<file path="config.mk">
export PLATFORM = sky130hd
export DESIGN_NAME = wb_lsu
export DESIGN_NICKNAME = d
export VERILOG_FILES = /design/src/rtl/wb_lsu.sv
export SDC_FILE = /design/constraint.sdc
export NUM_CORES = 1
export LEC_CHECK = 0
export CORE_MARGIN = 2
export CORE_UTILIZATION = 25
export DETAILED_ROUTE_END_ITERATION = 6
export PLACE_DENSITY_LB_ADDON = 0.3
export SLEW_MARGIN = 20
export SYNTH_ARGS = -nofsm -noshare
export SYNTH_HDL_FRONTEND = slang
export SYNTH_SLANG_ARGS = --single-unit
</file>
<file path="constraint.sdc">
create_clock -name clk -period 2.8 [get_ports clk]
set_input_delay 0.42 -clock clk [delete_from_list [all_inputs] [get_ports clk]]
set_output_delay 0.42 -clock clk [all_outputs]
set_load 0.1 [all_outputs]
</file>
<file path="src/rtl/wb_lsu.sv">
// Load/store unit at the WB end of the pipe: runs the data-memory req/gnt/rvalid
// handshake, formats store lanes, extracts load data and stalls EX-to-WB meanwhile.
module wb_lsu #(
  parameter int WORD_WIDTH = 32
) (
  input  logic                  clk,
  input  logic                  rst,
  input  logic [2:0]            load_type_i,
  input  logic [1:0]            store_type_i,
  input  logic                  write_en_i,
  input  logic [WORD_WIDTH-1:0] ex_data_i,
  input  logic [WORD_WIDTH-1:0] store_data_i,
  output logic                  stall_ctrl_o,
  output logic                  rf_we_o,
  output logic [WORD_WIDTH-1:0] rf_wdata_o,
  output logic                  misaligned_o,
  output logic                  data_req_o,
  input  logic                  data_gnt_i,
  output logic                  data_we_o,
  output logic [3:0]            data_be_o,
  output logic [WORD_WIDTH-1:0] data_addr_o,
  output logic [WORD_WIDTH-1:0] data_wdata_o,
  input  logic                  data_rvalid_i,
  input  logic [WORD_WIDTH-1:0] data_rdata_i
);

  typedef enum logic [1:0] {IDLE, WAIT_GNT, WAIT_RVALID} state_e;

  state_e      state_q, state_d;
  logic [1:0]  off_q, off_d;
  logic [2:0]  ltype_q, ltype_d;
  logic        we_q, we_d;
  logic        is_load_q, is_load_d;

  logic        is_ld, is_st, mem_op, sz_b, sz_h, sz_w, misal;
  logic [1:0]  off;
  logic [7:0]  byte_v;
  logic [15:0] half_v;
  logic [WORD_WIDTH-1:0] ld_data;
  logic        req, stall, rf_we, mis;
  logic [WORD_WIDTH-1:0] rf_wdata;

  // Decode access size; a load wins over a simultaneously encoded store.
  always_comb begin
    is_ld  = (load_type_i >= 3'b001) && (load_type_i <= 3'b101);
    is_st  = (store_type_i != 2'b00);
    mem_op = is_ld || is_st;
    off    = ex_data_i[1:0];
    if (is_ld) begin
      sz_b = (load_type_i == 3'b001) || (load_type_i == 3'b100);
      sz_h = (load_type_i == 3'b010) || (load_type_i == 3'b101);
      sz_w = (load_type_i == 3'b011);
    end else begin
      sz_b = (store_type_i == 2'b01);
      sz_h = (store_type_i == 2'b10);
      sz_w = (store_type_i == 2'b11);
    end
    misal = mem_op && ((sz_h && off[0]) || (sz_w && (off != 2'b00)));
  end

  always_comb begin
    data_be_o = 4'b0000;
    if (sz_b)      data_be_o = 4'b0001 << off;
    else if (sz_h) data_be_o = off[1] ? 4'b1100 : 4'b0011;
    else if (sz_w) data_be_o = 4'b1111;
    case (store_type_i)
      2'b01:   data_wdata_o = {4{store_data_i[7:0]}};
      2'b10:   data_wdata_o = {2{store_data_i[15:0]}};
      default: data_wdata_o = store_data_i;
    endcase
    data_addr_o = {ex_data_i[WORD_WIDTH-1:2], 2'b00};
    data_we_o   = is_st && !is_ld;
  end

  // Extraction uses the offset/type captured at grant, not the live inputs.
  always_comb begin
    byte_v = data_rdata_i[8*off_q +: 8];
    half_v = off_q[1] ? data_rdata_i[31:16] : data_rdata_i[15:0];
    case (ltype_q)
      3'b001:  ld_data = {{24{byte_v[7]}}, byte_v};
      3'b010:  ld_data = {{16{half_v[15]}}, half_v};
      3'b100:  ld_data = {24'h0, byte_v};
      3'b101:  ld_data = {16'h0, half_v};
      default: ld_data = data_rdata_i;
    endcase
  end

  always_comb begin
    state_d   = state_q;
    off_d     = off_q;
    ltype_d   = ltype_q;
    we_d      = we_q;
    is_load_d = is_load_q;
    req       = 1'b0;
    stall     = 1'b0;
    rf_we     = 1'b0;
    mis       = 1'b0;
    rf_wdata  = ex_data_i;
    case (state_q)
      IDLE: begin
        if (!mem_op) begin
          rf_we = write_en_i;
        end else if (misal) begin
          mis = 1'b1;
        end else begin
          req   = 1'b1;
          stall = 1'b1;
          state_d = data_gnt_i ? WAIT_RVALID : WAIT_GNT;
        end
      end
      WAIT_GNT: begin
        req   = 1'b1;
        stall = 1'b1;
        if (data_gnt_i) state_d = WAIT_RVALID;
      end
      WAIT_RVALID: begin
        stall    = !data_rvalid_i;
        rf_wdata = ld_data;
        if (data_rvalid_i) begin
          rf_we   = we_q && is_load_q;
          state_d = IDLE;
        end
      end
      default: state_d = IDLE;
    endcase
    if (req && data_gnt_i) begin
      off_d     = off;
      ltype_d   = is_ld ? load_type_i : 3'b000;
      we_d      = write_en_i;
      is_load_d = is_ld;
    end
  end

  // Outputs forced low during reset, even though the input-driven paths are live.
  assign data_req_o   = req   && !rst;
  assign stall_ctrl_o = stall && !rst;
  assign rf_we_o      = rf_we && !rst;
  assign misaligned_o = mis   && !rst;
  assign rf_wdata_o   = rf_wdata;

  always_ff @(posedge clk or posedge rst) begin
    if (rst) begin
      state_q   <= IDLE;
      off_q     <= 2'b00;
      ltype_q   <= 3'b000;
      we_q      <= 1'b0;
      is_load_q <= 1'b0;
    end else begin
      state_q   <= state_d;
      off_q     <= off_d;
      ltype_q   <= ltype_d;
      we_q      <= we_d;
      is_load_q <= is_load_d;
    end
  end

endmodule
</file>
---- Word level (Yosys, flattened, before mapping) ----
Cells that the tools add are included.
cells by class
  $add $sub $neg .......................... 0
  multipliers ............................. 0
  divide/modulo/power cells ............... 0
  order comparisons ....................... 2
  equality and inequality tests ........... 18
  shift-type cells ........................ 2
  muxes and demuxes ....................... 28
  bitwise operators ....................... 0
  reduce and logical (&&, ||, !) cells .... 22
operators with widths
  cell                                                                                  number
  32-bit case mux with 4 select lines                                                   1
  32-bit case mux with 2 select lines                                                   1
  32-bit two-way mux                                                                    1
  32-bit by 6-bit indexed part select with 8-bit output                                 1
  16-bit two-way mux                                                                    1
  4-bit two-way mux                                                                     4
  3-bit == test (second input constant)                                                 4
  1-bit logical AND                                                                     11
  1-bit two-way mux                                                                     10
  2-bit two-way mux                                                                     5
  3-bit by 2-bit == test with 1-bit output (second input constant)                      3
  2-bit inequality test (second input constant)                                         4
  2-bit == test (second input constant)                                                 3
  3-bit by 1-bit == test with 1-bit output (second input constant)                      2
  2-bit case mux with 3 select lines                                                    1
  2-bit by 1-bit == test with 1-bit output (second input constant)                      2
  1-bit logical OR                                                                      4
  1-bit case mux with 2 select lines                                                    2
  4-bit AND reduction                                                                   1
  2-bit nonzero test                                                                    2
  1-bit by 2-bit << shifter with 4-bit output (first input constant)                    1
  3-bit by 1-bit greater-or-equal comparator with 1-bit output (second input constant)  1
  3-bit less-or-equal comparator (second input constant)                                1
  1-bit logical NOT                                                                     3
  3 further kinds                                                                       3
storage, ports and cells
  register bits ........................... 9
  bits in latches ......................... 0
  bits in writable memories ............... 0
  bits in read-only memories .............. 0
  input bits .............................. 106
  word-level logic and storage cells ...... 77
  memories ................................ 0

---- Logic depth before layout (Yosys ltp) ----
  word-level depth ........................ 10
  mapped depth ............................ 7

---- Worst setup path after synthesis ----
Ideal clock, no wire load.
  kind .................................... input-to-output
  from .................................... input port store_type_i[0]
  to ...................................... output port data_be_o[1]
  arrival ................................. 3.609 ns
  data required time ...................... 2.380 ns
  slack ................................... -1.229 ns
  stages .................................. 7
  cell sequence ........................... inv_1 -> ha_1 -> clkbuf_1 -> nor2_1 -> a21o_1 -> a21o_1 -> o21ai_0
between the ends
  cells in the longest elaborated chain, start to end .. 5
  elaborated cells between the ends (all ways) .. 9
  classes of those cells .................. eq/ne: 3; mux: 6
ends and longest elaborated chain
  what                   line  source
  start: declaration     9     input logic [1:0] store_type_i,
  2-bit == test          56    sz_w = (store_type_i == 2'b11);
  1-bit two-way mux      49    if (is_ld) begin
  4-bit two-way mux      65    else if (sz_w) data_be_o = 4'b1111;
  4-bit two-way mux      64    else if (sz_h) data_be_o = off[1] ? 4'b1100 : 4'b0011;
  4-bit two-way mux (*)  63    if (sz_b) data_be_o = 4'b0001 << off;
  end: declaration       20    output logic [3:0] data_be_o,
Mark *: on every way between the ends. The rest lies on a longest branch, timed or not.

---- Worst setup path in the final report ----
  from .................................... input port store_type_i[1]
  to ...................................... output port data_be_o[1]
The elaborated chain is that of the path after synthesis.

==> impl_metrics.yaml <==
placed_design:
  place_congestion: 0.858
  io_buffers: 208
  placed_cells: 594
  dp_hpwl_mm: 8.88
  place_ws_ns: -0.228
critical_path:
  r2r-start: "state_q[1]$_DFFE_PP0P_"
  r2r_cells: 4
  critPathBufInv: 3
  worstSetupPathType: "in2out"
  slowest_stage: "clkdlybuf4s50_1"
  cp.required_ns: 2.38
  cp_cell_sequence: "clkdlybuf4s50_1, inv_1, ha_1, a221o_1, a21o_1, o21ai_1, buf_12"
  critPathMaxStageDelay_ns: 0.53
  crit_family: "buffers and inverters"
  worst-path-max-fanout: 3
  critPathLaunchType: "input port"
  worstPathArrival_ns: 2.32
  r2r-end: "off_q[1]$_DFFE_PP0P_"
  rrSetupSlack_ns: 1.29
  end_kind: "output pin"
pwr:
  power_frac_comb: 0.913
  switching_power_w: 0.00267
  swShare: 0.621
  leakagePower_nw: 2.20
  power_frac_clock: 0.034
  internal_power_w: 0.00163
  power_frac_seq: 0.053
  power-per-cell-area_nw_per_um2: 845
  peakVddDrop_uv: 365
grt:
  grt_usage: 0.203
  grt_overflow_total: 0
  grt_pass1_vias: 3072
  antenna_found_initial: 0
  grt_pass1_wl_mm: 16.4
  grt_max_degree: 25
synthesis:
  synthFlopType: "dfrtp_1"
  synthesis.area_um2: 2240
  synth-seq-area-share: 0.100
  synth_top_area_frac: 0.134
  synth_top_cell_by_area: "buf_4"
  yosysMostFrequentCell: "buf_4"
  synth_edf_count: 0
  synthCells: 310
  synth_common_cells: "buf_4, nand2_1, a21oi_1"
  synthDistinctLibCells: 53
  async_flop_share: 1.00
  ys_ff_latch: 9
  avgSynthCellArea_um2: 7.23
  yosys_warnings: 0
  synth_area_leaders: "buf_4, dfrtp_1, a221o_1"
die:
  dieArea_um2: 9740
  initial_core_util: 0.257
  ioPinCount: 211
  rows: 34
  dieHeight_um: 98.7
  fp.dieW_um: 98.7
  core_um2: 8720
min_path:
  hold_path.class: "reg2reg"
  hold_end: "we_q$_DFFE_PP0P_"
  hold_path.startpoint: "we_q$_DFFE_PP0P_"
  min_path_cells: 1
sta:
  slew-limit-headroom: 0.574
  min_period_over_period: 0.979
  hold_ws_ns: 0.505
  layout_setup_ws_ns: 0.0599
  finalClockSkew_ns: 0.00353
  drv_slew: 0
  worst_pin_slew_ns: 0.638
  hold_viol: 0
  rsz0062_at_grt: "true"
  fmax_mhz: 365
  min_period_ns: 2.74
  setup_viol: 0
cells_and_area:
  num_antenna_cells: 0
  fin_cells: 599
  final_util: 0.584
  final_nets: 601
  syn_to_final_growth_pct: 127
  fillers: 780
  drive_gt1_frac: 0.397
status:
  outcome: "completed"
route:
  drc_errors: 0
  first_iter_violations: 123
  vias: 3090
  routed_via_density: 5.16
  firstDrtPassIters: 4
  wire_per_inst_um: 17.4
  routed_wl_mm: 10.4
  drtAntennaViolNets: 0
clocking:
  cts.clk_slew.worst_paths_ns: 0.05
  cts-htree-levels: 1
  clockBufferDepth: 2
  cts_root_buffer: "clkbuf_8"
  numCtsBuffers: 3
  insertion_delay_ns: 0.23
  tritoncts: "yes"
  cts.sinks: 9
run:
  max_cap_violations: 0
[layout make-up]
class	count	area, um^2	share of cell area
inverters	18	70.1	0.0137
flip-flops and latches	9	225	0.0442
multi-input cells	225	1760	0.345
clock inverters	1	5.00	0.000982
well taps	108	135	0.0265
repair buffers	235	2860	0.561
clock buffers	3	41.3	0.00810
[worst reg2reg max path: cells and delay by family, from the launching register on]
family	cells	cell delay [ns]
AO/OA/AOI/OAI	1	0.28
flip-flops	1	0.45
AND/OR/NAND/NOR	1	0.14
multiplexers	1	0.35
buffers and inverters	1	0.18
[cells in the final DEF (no fill, tap or decap), types with 7 or more instances in the layout]
cell and instances:
clkdlybuf4s50_1 99, buf_12 65, buf_4 64, nand2_1 31, inv_1 17, a221o_1 17
a21oi_2 16, o22ai_1 16, nor2_1 14, a21oi_1 11, o21ai_0 10, dfrtp_1 9
a22o_1 8, a22oi_1 8, mux2_2 8, or2_2 7
[cell families after synthesis]
| family | count (synthesis) | synth area share |
|---|---|---|
| compound gates | 122 | 0.403 |
| simple gates | 80 | 0.181 |
| buf+inv | 77 | 0.201 |
| mux | 16 | 0.0882 |
| flops | 9 | 0.100 |
| fa+ha+maj | 3 | 0.0167 |
| xor+xnor | 2 | 0.00781 |
| other cells | 1 | 0.00167 |
[state kept, by name (all words and copies together) (netlist names)]
signal and cells:
is_load_q 1, ltype_q 3, off_q 2, state_q 2
we_q 1
[worst max path at each step]
stage / from / to / slack [ns] / cells past startpoint
after floorplan: store_type_i[1] / data_wdata_o[18] / -0.40 / 6
after global placement: data_rdata_i[31] / rf_wdata_o[24] / -0.15 / 7
after detailed placement: data_rdata_i[31] / rf_wdata_o[31] / -0.23 / 7
after CTS: store_type_i[0] / stall_ctrl_o / 0.01 / 9
after global routing: store_type_i[0] / stall_ctrl_o / -0.02 / 9
final: store_type_i[1] / data_be_o[1] / 0.06 / 7
[routing by layer]
metal	vias up	GRT usage	share of wire
li1	1490	-	-
met1	1469	0.250	0.38
met2	117	0.388	0.55
met3	14	0.0248	0.054
met4	0	0.0232	0.0095
met5	-	0	0
[timing repair]
item / in CTS / in global routing
pin swaps: 1 / 2
endpoints found under the hold margin: 0 / 0
resized for setup: 1 / 14
buffers inserted: 0 / 2
gates cloned: 0 / 0
endpoints found under the setup margin: 18 / 25
hold buffers: 0 / 0
[metrics by stage]
| step | TNS [ns] | cell area, um^2 | power (W) |
|---|---|---|---|
| finish | 0 | 5100 | 0.00430 |
| CTS | 0 | 5050 | 0.00431 |
| floorplan | -3.62 | 2410 | 0.00280 |
| detailed placement | -3.55 | 5000 | 0.00415 |
| global placement | -2.38 | 5000 | 0.00412 |
| global route | -0.0426 | 5100 | 0.00446 |
[power groups by stage]
stage | registers [W] | logic (W) | clock network [W]
after floorplan | 0.000210 | 0.00259 | 0
after global placement | 0.000225 | 0.00389 | 0
after detailed placement | 0.000229 | 0.00392 | 0
after CTS | 0.000229 | 0.00393 | 0.000149
after global routing | 0.000236 | 0.00407 | 0.000157
final | 0.000229 | 0.00393 | 0.000147
Note: power is estimated with default switching activity, not from simulation.
